`config.mk`:
```
export PLATFORM = sky130hd
export DESIGN_NAME = display_mode_ctrl
export DESIGN_NICKNAME = d
export VERILOG_FILES = /design/src/rtl/clk_ui_pkg.sv /design/src/rtl/blink_gen.sv /design/src/rtl/display_mode_ctrl.sv
export SDC_FILE = /design/constraint.sdc
export NUM_CORES = 1
export LEC_CHECK = 0
export ABC_AREA = 1
export ABC_CLOCK_PERIOD_IN_PS = 1750
export BUFFER_PORTS_ARGS = -buffer_cell sky130_fd_sc_hd__buf_2
export CAP_MARGIN = 25
export CORE_ASPECT_RATIO = 0.8
export CORE_MARGIN = 2
export CORE_UTILIZATION = 50
export CTS_CLUSTER_DIAMETER = 150
export DETAILED_ROUTE_END_ITERATION = 12
export PLACE_DENSITY = 0.73
export RECOVER_POWER = 50
export SETUP_SLACK_MARGIN = 0.3
export SYNTH_ARGS = -nofsm -noshare
export SYNTH_HDL_FRONTEND = slang
export SYNTH_SLANG_ARGS = --single-unit
```
`constraint.sdc`:
```
create_clock -name clk -period 1.75 [get_ports clk]
set_input_delay 0.0875 -clock clk [delete_from_list [all_inputs] [get_ports clk]]
set_output_delay 0.0875 -clock clk [all_outputs]
set_load 0.01 [all_outputs]
```
`src/rtl/clk_ui_pkg.sv`:
```
// Shared encodings for the clock front-panel: display modes, adjust fields, blink masks.
package clk_ui_pkg;

  typedef enum logic [1:0] {
    MODE_NORMAL    = 2'b00,
    MODE_ALARM     = 2'b01,
    MODE_STOPWATCH = 2'b10,
    MODE_ADJUST    = 2'b11
  } mode_t;

  localparam logic [1:0] FIELD_HI  = 2'd0;
  localparam logic [1:0] FIELD_MID = 2'd1;
  localparam logic [1:0] FIELD_LO  = 2'd2;

  localparam int BLINK_MS_DEF   = 500;
  localparam int TIMEOUT_MS_DEF = 10000;

  // Digit enables with the selected pair blanked; bit 0 is the lowest digit.
  function automatic logic [5:0] field_mask(input logic [1:0] field);
    case (field)
      FIELD_HI:  field_mask = 6'b001111;
      FIELD_MID: field_mask = 6'b110011;
      default:   field_mask = 6'b111100;
    endcase
  endfunction

endpackage

```
`src/rtl/blink_gen.sv`:
```
// Blink phase generator: counts tick pulses and toggles the phase every BLINK_MS ticks.
// phase_next is the value the phase register takes at the next edge, so callers can register it alongside.
module blink_gen
  import clk_ui_pkg::*;
#(
  parameter int BLINK_MS = BLINK_MS_DEF,
  parameter int CNT_W    = 14
) (
  input  logic clk,
  input  logic rst,
  input  logic tick,
  input  logic clr,
  output logic phase_next
);

  logic [CNT_W-1:0] cnt;
  logic [CNT_W-1:0] cnt_next;
  logic             phase;

  // Clear wins over a coincident tick so a fresh selection always starts a full on-phase.
  always_comb begin
    cnt_next   = cnt;
    phase_next = phase;
    if (clr) begin
      cnt_next   = '0;
      phase_next = 1'b1;
    end else if (tick) begin
      if (cnt == CNT_W'(BLINK_MS - 1)) begin
        cnt_next   = '0;
        phase_next = ~phase;
      end else begin
        cnt_next = cnt + 1'b1;
      end
    end
  end

  always_ff @(posedge clk or posedge rst) begin
    if (rst) begin
      cnt   <= '0;
      phase <= 1'b1;
    end else begin
      cnt   <= cnt_next;
      phase <= phase_next;
    end
  end

endmodule

```
`src/rtl/display_mode_ctrl.sv`:
```
// Front-panel sequencer: key pulses -> display mode, time/date select, adjust strobes, blink mask.
// Optional ADJ_TIMEOUT_EN macro: abandon ADJUST after TIMEOUT_MS idle ticks without committing.
module display_mode_ctrl
  import clk_ui_pkg::*;
#(
  parameter int BLINK_MS   = BLINK_MS_DEF,
  parameter int TIMEOUT_MS = TIMEOUT_MS_DEF,
  parameter int CNT_W      = 14
) (
  input  logic       clk,
  input  logic       rst,
  input  logic       tick_1ms,
  input  logic       key_mode,
  input  logic       key_dt,
  input  logic       key_sel,
  input  logic       key_inc,
  output logic [1:0] model,
  output logic       date_time_ch,
  output logic [1:0] adj_field,
  output logic       adj_load,
  output logic       adj_commit,
  output logic       adj_inc,
  output logic [5:0] blink_en
);

  mode_t      state;
  mode_t      state_nxt;
  logic       dt_nxt;
  logic [1:0] field_nxt;
  logic       load_nxt;
  logic       commit_nxt;
  logic       inc_nxt;
  logic [5:0] blink_nxt;
  logic       k_dt;
  logic       k_sel;
  logic       k_inc;
  logic       any_key;
  logic       timeout;
  logic       blink_clr;
  logic       phase_next;

  assign model = state;

  assign k_dt    = key_dt  & ~key_mode;
  assign k_sel   = key_sel & ~key_mode & ~key_dt;
  assign k_inc   = key_inc & ~key_mode & ~key_dt & ~key_sel;
  assign any_key = key_mode | key_dt | key_sel | key_inc;

`ifdef ADJ_TIMEOUT_EN
  logic [CNT_W-1:0] idle_cnt;
  // Any key, even one dropped by priority, counts as user activity.
  assign timeout = (state == MODE_ADJUST) && tick_1ms && !any_key &&
                   (idle_cnt == CNT_W'(TIMEOUT_MS - 1));
`else
  assign timeout = 1'b0;
`endif

  always_comb begin
    state_nxt  = state;
    dt_nxt     = date_time_ch;
    field_nxt  = adj_field;
    load_nxt   = 1'b0;
    commit_nxt = 1'b0;
    inc_nxt    = 1'b0;
    if (key_mode) begin
      case (state)
        MODE_NORMAL: begin
          state_nxt = MODE_ALARM;
          field_nxt = FIELD_HI;
        end
        MODE_ALARM: state_nxt = MODE_STOPWATCH;
        MODE_STOPWATCH: begin
          state_nxt = MODE_ADJUST;
          field_nxt = FIELD_HI;
          load_nxt  = 1'b1;
        end
        default: begin
          state_nxt  = MODE_NORMAL;
          commit_nxt = 1'b1;
        end
      endcase
    end else if (timeout) begin
      state_nxt = MODE_NORMAL;
      field_nxt = FIELD_HI;
    end else if (k_dt) begin
      if (state == MODE_NORMAL) begin
        dt_nxt = ~date_time_ch;
      end else if (state == MODE_ADJUST) begin
        // Switching target mid-edit reloads from the newly selected live value.
        dt_nxt    = ~date_time_ch;
        field_nxt = FIELD_HI;
        load_nxt  = 1'b1;
      end
    end else if (k_sel) begin
      if (state == MODE_ADJUST) begin
        field_nxt = (adj_field == FIELD_LO) ? FIELD_HI : adj_field + 2'd1;
      end else if (state == MODE_ALARM) begin
        field_nxt = (adj_field == FIELD_HI) ? FIELD_MID : FIELD_HI;
      end
    end else if (k_inc) begin
      inc_nxt = (state == MODE_ADJUST) || (state == MODE_ALARM);
    end
  end

  assign blink_clr = (state_nxt != state) || k_sel;

  blink_gen #(
    .BLINK_MS (BLINK_MS),
    .CNT_W    (CNT_W)
  ) u_blink (
    .clk        (clk),
    .rst        (rst),
    .tick       (tick_1ms),
    .clr        (blink_clr),
    .phase_next (phase_next)
  );

  always_comb begin
    blink_nxt = 6'b111111;
    if (((state_nxt == MODE_ADJUST) || (state_nxt == MODE_ALARM)) && !phase_next) begin
      blink_nxt = field_mask(field_nxt);
    end
  end

  always_ff @(posedge clk or posedge rst) begin
    if (rst) begin
      state        <= MODE_NORMAL;
      date_time_ch <= 1'b0;
      adj_field    <= FIELD_HI;
      adj_load     <= 1'b0;
      adj_commit   <= 1'b0;
      adj_inc      <= 1'b0;
      blink_en     <= 6'b111111;
`ifdef ADJ_TIMEOUT_EN
      idle_cnt     <= '0;
`endif
    end else begin
      state        <= state_nxt;
      date_time_ch <= dt_nxt;
      adj_field    <= field_nxt;
      adj_load     <= load_nxt;
      adj_commit   <= commit_nxt;
      adj_inc      <= inc_nxt;
      blink_en     <= blink_nxt;
`ifdef ADJ_TIMEOUT_EN
      if ((state_nxt != MODE_ADJUST) || any_key) begin
        idle_cnt <= '0;
      end else if (tick_1ms) begin
        idle_cnt <= idle_cnt + 1'b1;
      end
`endif
    end
  end

endmodule

```
==> reports/metrics.csv, run 1 <==
metric,value,unit
reg-to-reg critical path startpoint,model[0],
ranking of synthesized cells by area,"dfrtp_1 34%, nand2_1 11%, nor2_1 7.4%, nand3_1 7.1%, dfstp_2 6.5%",
startpoint types,register,
I/O Pins,21,
DRC Markers,0,
Setup crit end kind,register,
multi-input logic area,981,um2
Leakage,0.916,nW
Crit path top cell by count,nand2_1,
clk_skew,0.00656,ns
CP max FO,6,
Placed Area,1830,um2
count of final hold-check violations,0,
"Seq/Total Area, Yosys",40.2,%
root buffer cell,clkbuf_8,
CTS max path bufs,2,
die area,3730,um2
post-synth net total,232,
# setup viols final,0,
Critical-path top delay cell,dfrtp_2,
via count,1566,
final core utilization,66.1,%
Syn Area/Cell,7.47,um2
Final Cell Area,2050,um2
initial antenna violation count,0,
Core Area,3110,um2
Critical Path Max Stage Delay,0.44,ns
leading area contributor after synthesis,dfrtp_1,
Max IR drop VDD,0.691,mV
Fillers,257,
R2R depth,10,
Crit Path Class,reg -> reg,
WP buf/inv,2,
Tmin final,1.63,ns
period utilization,93.0,%
CP Depth,10,
Synth Cell Area,1630,um2
detailed router's first-iteration violation count,121,
largest net degree at the start of global routing,19,
Worst slew margin,55.7,%
DR vias/cell,5.42,
number of global-route vias before repair,1352,
worst reg2reg path endpoint,u_blink.cnt[2],
Total Routing Usage GR,23.2,%
Final TNS setup,0,ns
gpl congestion,0.889,
H-tree Lvls,1,
RSZ-0062 raised after global routing,yes,
share of cells above drive strength 1,25.7,%
die width,67.8,um
final WL,4.02,mm
crit path to,u_blink.cnt[2],
Layout Cells excl Fill,289,
Least-Margin Pin Slew,0.664,ns
placed cells,277,
WL/cell,13.9,um
total CTS buffers,3,
Yosys warning count,0,
DP Wirelength,2.63,mm
IO Port Bufs,20,
r2r setup slk,0.12,ns
Area Overhead vs Synth,26.0,%
power per cell area,1210,nW/um2
worst skew pair latency,0.27,ns
First-pass DRT Iterations,4,
Synth top area share,33.8,%
GRT overflow,0,
standard-cell row count,18,
CTS tree,done,
Final Max Slew Viols,0,
unique cell type count in the Yosys netlist,26,
hold crit path type,in -> reg,
fin nets,264,
critical path launch point,model[0],
Sequential Area,658,um2
initial core utilization,52.4,%
"Critical Path, Cell by Cell","inv_4, ha_2, nor2_2, nand2_1, nand2_1, a21oi_4, buf_12, nand2_4, a21oi_2, nor2_1",
status,completed,
Max Clk Rate,0.615,GHz
ant diodes,0,
Worst Path Arrival,1.79,ns
Die Y,55.1,um
Yosys reg bits,26,
Antenna Nets Post-Route,0,
"CP delay by family, top",flip-flops,
Worst EP required,1.92,ns
"Reg clk slew, reported paths",0.09,ns
first-pass GRT wire length,6.28,mm
Cells after Synth,218,
CTS Sinks,26,
maxcap violations,0,
cells by family after synthesis:
family	share of synthesized area [%]
simple gates	34.2
flops	40.2
compound gates	7.37
fa+ha+maj	5.38
buf+inv	9.06
xor+xnor	3.76
placed cells by master, fill, tap and decap left out, types with 4 or more instances in the layout:
master	instances
nand2_1	46
nor2_1	28
inv_1	23
dfrtp_1	20
nand3_1	16
clkbuf_1	13
nand3_2	10
nand4_1	10
buf_2	8
buf_4	7
xor2_1	6
o21ai_0	6
o21ai_1	5
nor2_4	4
ha_4	4
dfstp_2	4
clkbuf_8	4
worst min-delay path by stage:
stage	startpoint	end	slack, ns	cells after the start
3_3_place_gp	rst	u_blink.cnt[2]	0.22	2
3_5_place_dp	rst	u_blink.cnt[2]	0.22	2
6_report	key_inc	adj_inc	0.05	3
4_1_cts	key_inc	adj_inc	0.05	3
2_1_floorplan	rst	adj_commit	0.12	1
5_1_grt	key_inc	adj_inc	0.05	3
worst register-to-register path: cells and delay by family (launching register included):
family / cells / cell delay [ns]
fa+ha+maj: 1 / 0.20
simple gates: 5 / 0.35
flops: 1 / 0.44
buf+inv: 2 / 0.23
compound gates: 2 / 0.31
registers in the layout (all words and copies together), names as in the netlist:
register       flops
u_blink.cnt       14
blink_en           3
adj_field          2
model              2
adj_commit         1
adj_inc            1
adj_load           1
date_time_ch       1
u_blink.phase      1
power breakdown:
part | internal (mW) | leakage [nW] | switching [mW]
Sequential | 0.676 | 0.338 | 0.0753
Clock | 0.201 | 0.0288 | 0.189
Combinational | 0.580 | 0.550 | 0.758
area by class of cell:
| type | count | area share, % |
|---|---|---|
| multi-input combinational | 159 | 47.8 |
| sequential | 26 | 32.1 |
| timing repair buffer | 32 | 9.45 |
| inverter | 28 | 5.61 |
| clock buffer | 4 | 2.68 |
| tap | 40 | 2.44 |
stage by stage:
step	setup WS [ns]	hold slack (ns)	power [mW]
after CTS	0.162	0.0525	2.30
after detailed placement	0.0643	0.222	1.68
after global routing	0.0185	0.0538	2.65
after global placement	0.122	0.218	1.68
after floorplan	0.155	0.124	1.44
final	0.123	0.0497	2.48
routing by layer:
layer	vias up	share of wire, %	track usage (%)
met1	726	46	32.7
met4	0	1.3	3.33
met5	-	0	0
met2	66	45	37.4
met3	6	8.2	5.06
li1	768	-	-
timing repair:
item | CTS | global route
pin swaps | 1 | 4
buffers inserted | 4 | 1
endpoints found under the hold margin | 12 | 0
hold buffers | 1 | 0
setup endpoints to repair | 19 | 20
gates cloned | 2 | 0
resized for setup | 10 | 20
cell usage after synthesis, drive strengths merged:
| library cell | instances |
|---|---|
| clkbuf | 1 |
| ha | 7 |
| a21oi | 6 |
| o211ai | 1 |
| dfrtp | 22 |
| inv | 28 |
| xor2 | 6 |
| xnor2 | 1 |
| nand4 | 10 |
| o21ai | 13 |
| o22ai | 1 |
| buf | 5 |
| dfstp | 4 |
| nand3 | 26 |
| nor2 | 34 |
| nand2 | 49 |
| nor3 | 2 |
| nand3b | 2 |
Power figures use the tool's default switching activity.
==> inputs of run 2 (changes only) <==
==> constraint.sdc (replaced) <==
create_clock -name clk -period 1.75 [get_ports clk]
set_input_delay 0.0875 -clock clk [delete_from_list [all_inputs] [get_ports clk]]
set_output_delay 0.0875 -clock clk [all_outputs]
set_load 0.005 [all_outputs]
==> reports/metrics.csv, run 2 (synthesis gave the netlist of run 1 again) <==
metric,value,unit,change
top flop regs,"u_blink.cnt: 14 flops, blink_en: 3 flops",,unchanged
via count,1577,,was 1566
power per cell area,1280,nW/um2,was 1210 nW/um2
gpl congestion,0.833,,was 0.889
Worst EP required,1.96,ns,was 1.92 ns
"Reg clk slew, reported paths",0.09,ns,about the same
final core utilization,67.2,%,was 66.1%
DR vias/cell,5.42,,about the same
die area,3730,um2,unchanged
number of global-route vias before repair,1326,,was 1352
Crit Path Class,reg -> reg,,unchanged
First-pass DRT Iterations,4,,unchanged
"commonest non-fill, non-tap cells in the layout","46 x nand2_1, 29 x nor2_1, 23 x inv_1",,"was 46 x nand2_1, 28 x nor2_1, 23 x inv_1"
Antenna Nets Post-Route,0,,unchanged
first-pass GRT wire length,6.29,mm,was 6.28 mm
Internal Pwr Total,1.64,mW,was 1.46 mW
Max Clk Rate,0.598,GHz,was 0.615 GHz
Layout Cells excl Fill,291,,was 289
detailed router's first-iteration violation count,104,,was 121
worst skew pair latency,0.28,ns,was 0.27 ns
Core Area,3110,um2,unchanged
switching part of the total,38.7,%,was 41.2%
count of final hold-check violations,0,,unchanged
status,completed,,unchanged
Total Routing Usage GR,23.0,%,was 23.2%
Max IR drop VDD,0.825,mV,was 0.691 mV
share of cells above drive strength 1,29.1,%,was 25.7%
hold crit path type,in -> reg,,unchanged
CTS Sinks,26,,unchanged
I/O Pins,21,,unchanged
Worst slew margin,56.9,%,was 55.7%
Clk pwr share,18.9,%,was 15.7%
Flop pwr share,27.7,%,was 30.3%
Net Sw Power,1.04,mW,was 1.02 mW
ant diodes,0,,unchanged
initial core utilization,52.4,%,unchanged
placed cells,277,,unchanged
DRC Markers,0,,unchanged
WL/cell,13.7,um,was 13.9 um
Setup crit end kind,register,,unchanged
fin nets,266,,was 264
CP max FO,6,,unchanged
most flop-heavy register,u_blink.cnt,,unchanged
Final TNS setup,0,ns,unchanged
Placed Area,1830,um2,about the same
total CTS buffers,3,,unchanged
max reg flops,14,,unchanged
GRT overflow,0,,unchanged
# setup viols final,0,,unchanged
period utilization,95.6,%,was 93.0%
Final Cell Area,2090,um2,was 2050 um2
largest net degree at the start of global routing,27,,was 19
startpoint types,register,,unchanged
Tmin final,1.67,ns,was 1.63 ns
Setup Slack @ Placement,0.0837,ns,was 0.0643 ns
initial antenna violation count,0,,unchanged
die width,67.8,um,unchanged
IO Port Bufs,20,,unchanged
DP Wirelength,2.63,mm,about the same
Final Max Slew Viols,0,,unchanged
Final Power,2.68,mW,was 2.48 mW
H-tree Lvls,1,,unchanged
clk_skew,0.00911,ns,was 0.00656 ns
CTS tree,done,,unchanged
RSZ-0062 raised after global routing,yes,,unchanged
standard-cell row count,18,,unchanged
CTS max path bufs,2,,unchanged
Leakage,0.944,nW,was 0.916 nW
Die Y,55.1,um,unchanged
root buffer cell,clkbuf_8,,unchanged
Worst Path Arrival,1.88,ns,was 1.79 ns
Area Overhead vs Synth,28.2,%,was 26.0%
Least-Margin Pin Slew,0.646,ns,was 0.664 ns
worst hold slack,0.0388,ns,was 0.0497 ns
maxcap violations,0,,unchanged
Gate power share,53.3,%,was 54.0%
setup slack after layout,0.0776,ns,was 0.123 ns
"commonest non-fill, non-tap cell in the layout",nand2_1,,unchanged
final WL,3.99,mm,was 4.02 mm
run 2: area by class of cell:
| cell class | instances | area (um2) |
|---|---|---|
| repair buffers | 34 | 225 |
| flip-flops and latches | 26 | 658 |
| inverters | 28 | 115 |
| fillers | 251 | 1020 |
| multi-input cells | 159 | 968 |
| clock buffers | 3 | 41.3 |
| clock inverters | 1 | 30.0 |
| well taps | 40 | 50.0 |
run 2: path summary, 6_finish.rpt:
path	startpoint	endpoint	slack [ns]	cells past startpoint
max reg2reg	model[1]	u_blink.cnt[5]	0.08	9
min reg2reg	date_time_ch	date_time_ch	0.47	1
min in group asynchronous	rst	adj_field[1]	0.50	4
max in group asynchronous	rst	model[0]	0.78	4
min	key_inc	adj_inc	0.04	3
max	model[1]	u_blink.cnt[5]	0.08	9
run 2: timing repair:
item / in CTS / in global routing
gates cloned: 1 / 0
hold buffers: 1 / 0
pin swaps: 9 / 5
gates resized for setup: 13 / 14
setup buffers: 3 / 5
endpoints found under the hold margin: 22 / 0
endpoints found under the setup margin: 19 / 20
run 2: critical path, stage by stage, from the launching register on:
cell	delay (ns)
dfrtp_2	0.46
inv_4	0.08
ha_4	0.20
nand3_1	0.11
nand3_2	0.11
a21oi_4	0.22
buf_6	0.14
buf_6	0.12
nand3_1	0.07
o21ai_0	0.09
run 2: power groups by stage:
stage          Combinational (mW)  Clock [mW]  Sequential, mW
6_report                     1.43       0.508           0.744
5_1_grt                      1.54       0.535           0.752
4_1_cts                      1.09       0.513           0.742
3_5_place_dp                0.924           0           0.747
3_3_place_gp                0.900           0           0.745
2_1_floorplan               0.643           0           0.771
run 2: layer usage:
| layer | vias to the layer above | share of wire, % | GRT usage [%] | wire (um) |
|---|---|---|---|---|
| li1 | 770 | - | - | - |
| met1 | 744 | 48 | 35.1 | 1920 |
| met2 | 54 | 45 | 32.8 | 1780 |
| met3 | 9 | 6.1 | 5.06 | 243 |
| met4 | 0 | 1.1 | 5.33 | 45 |
| met5 | - | 0 | 0 | 0 |
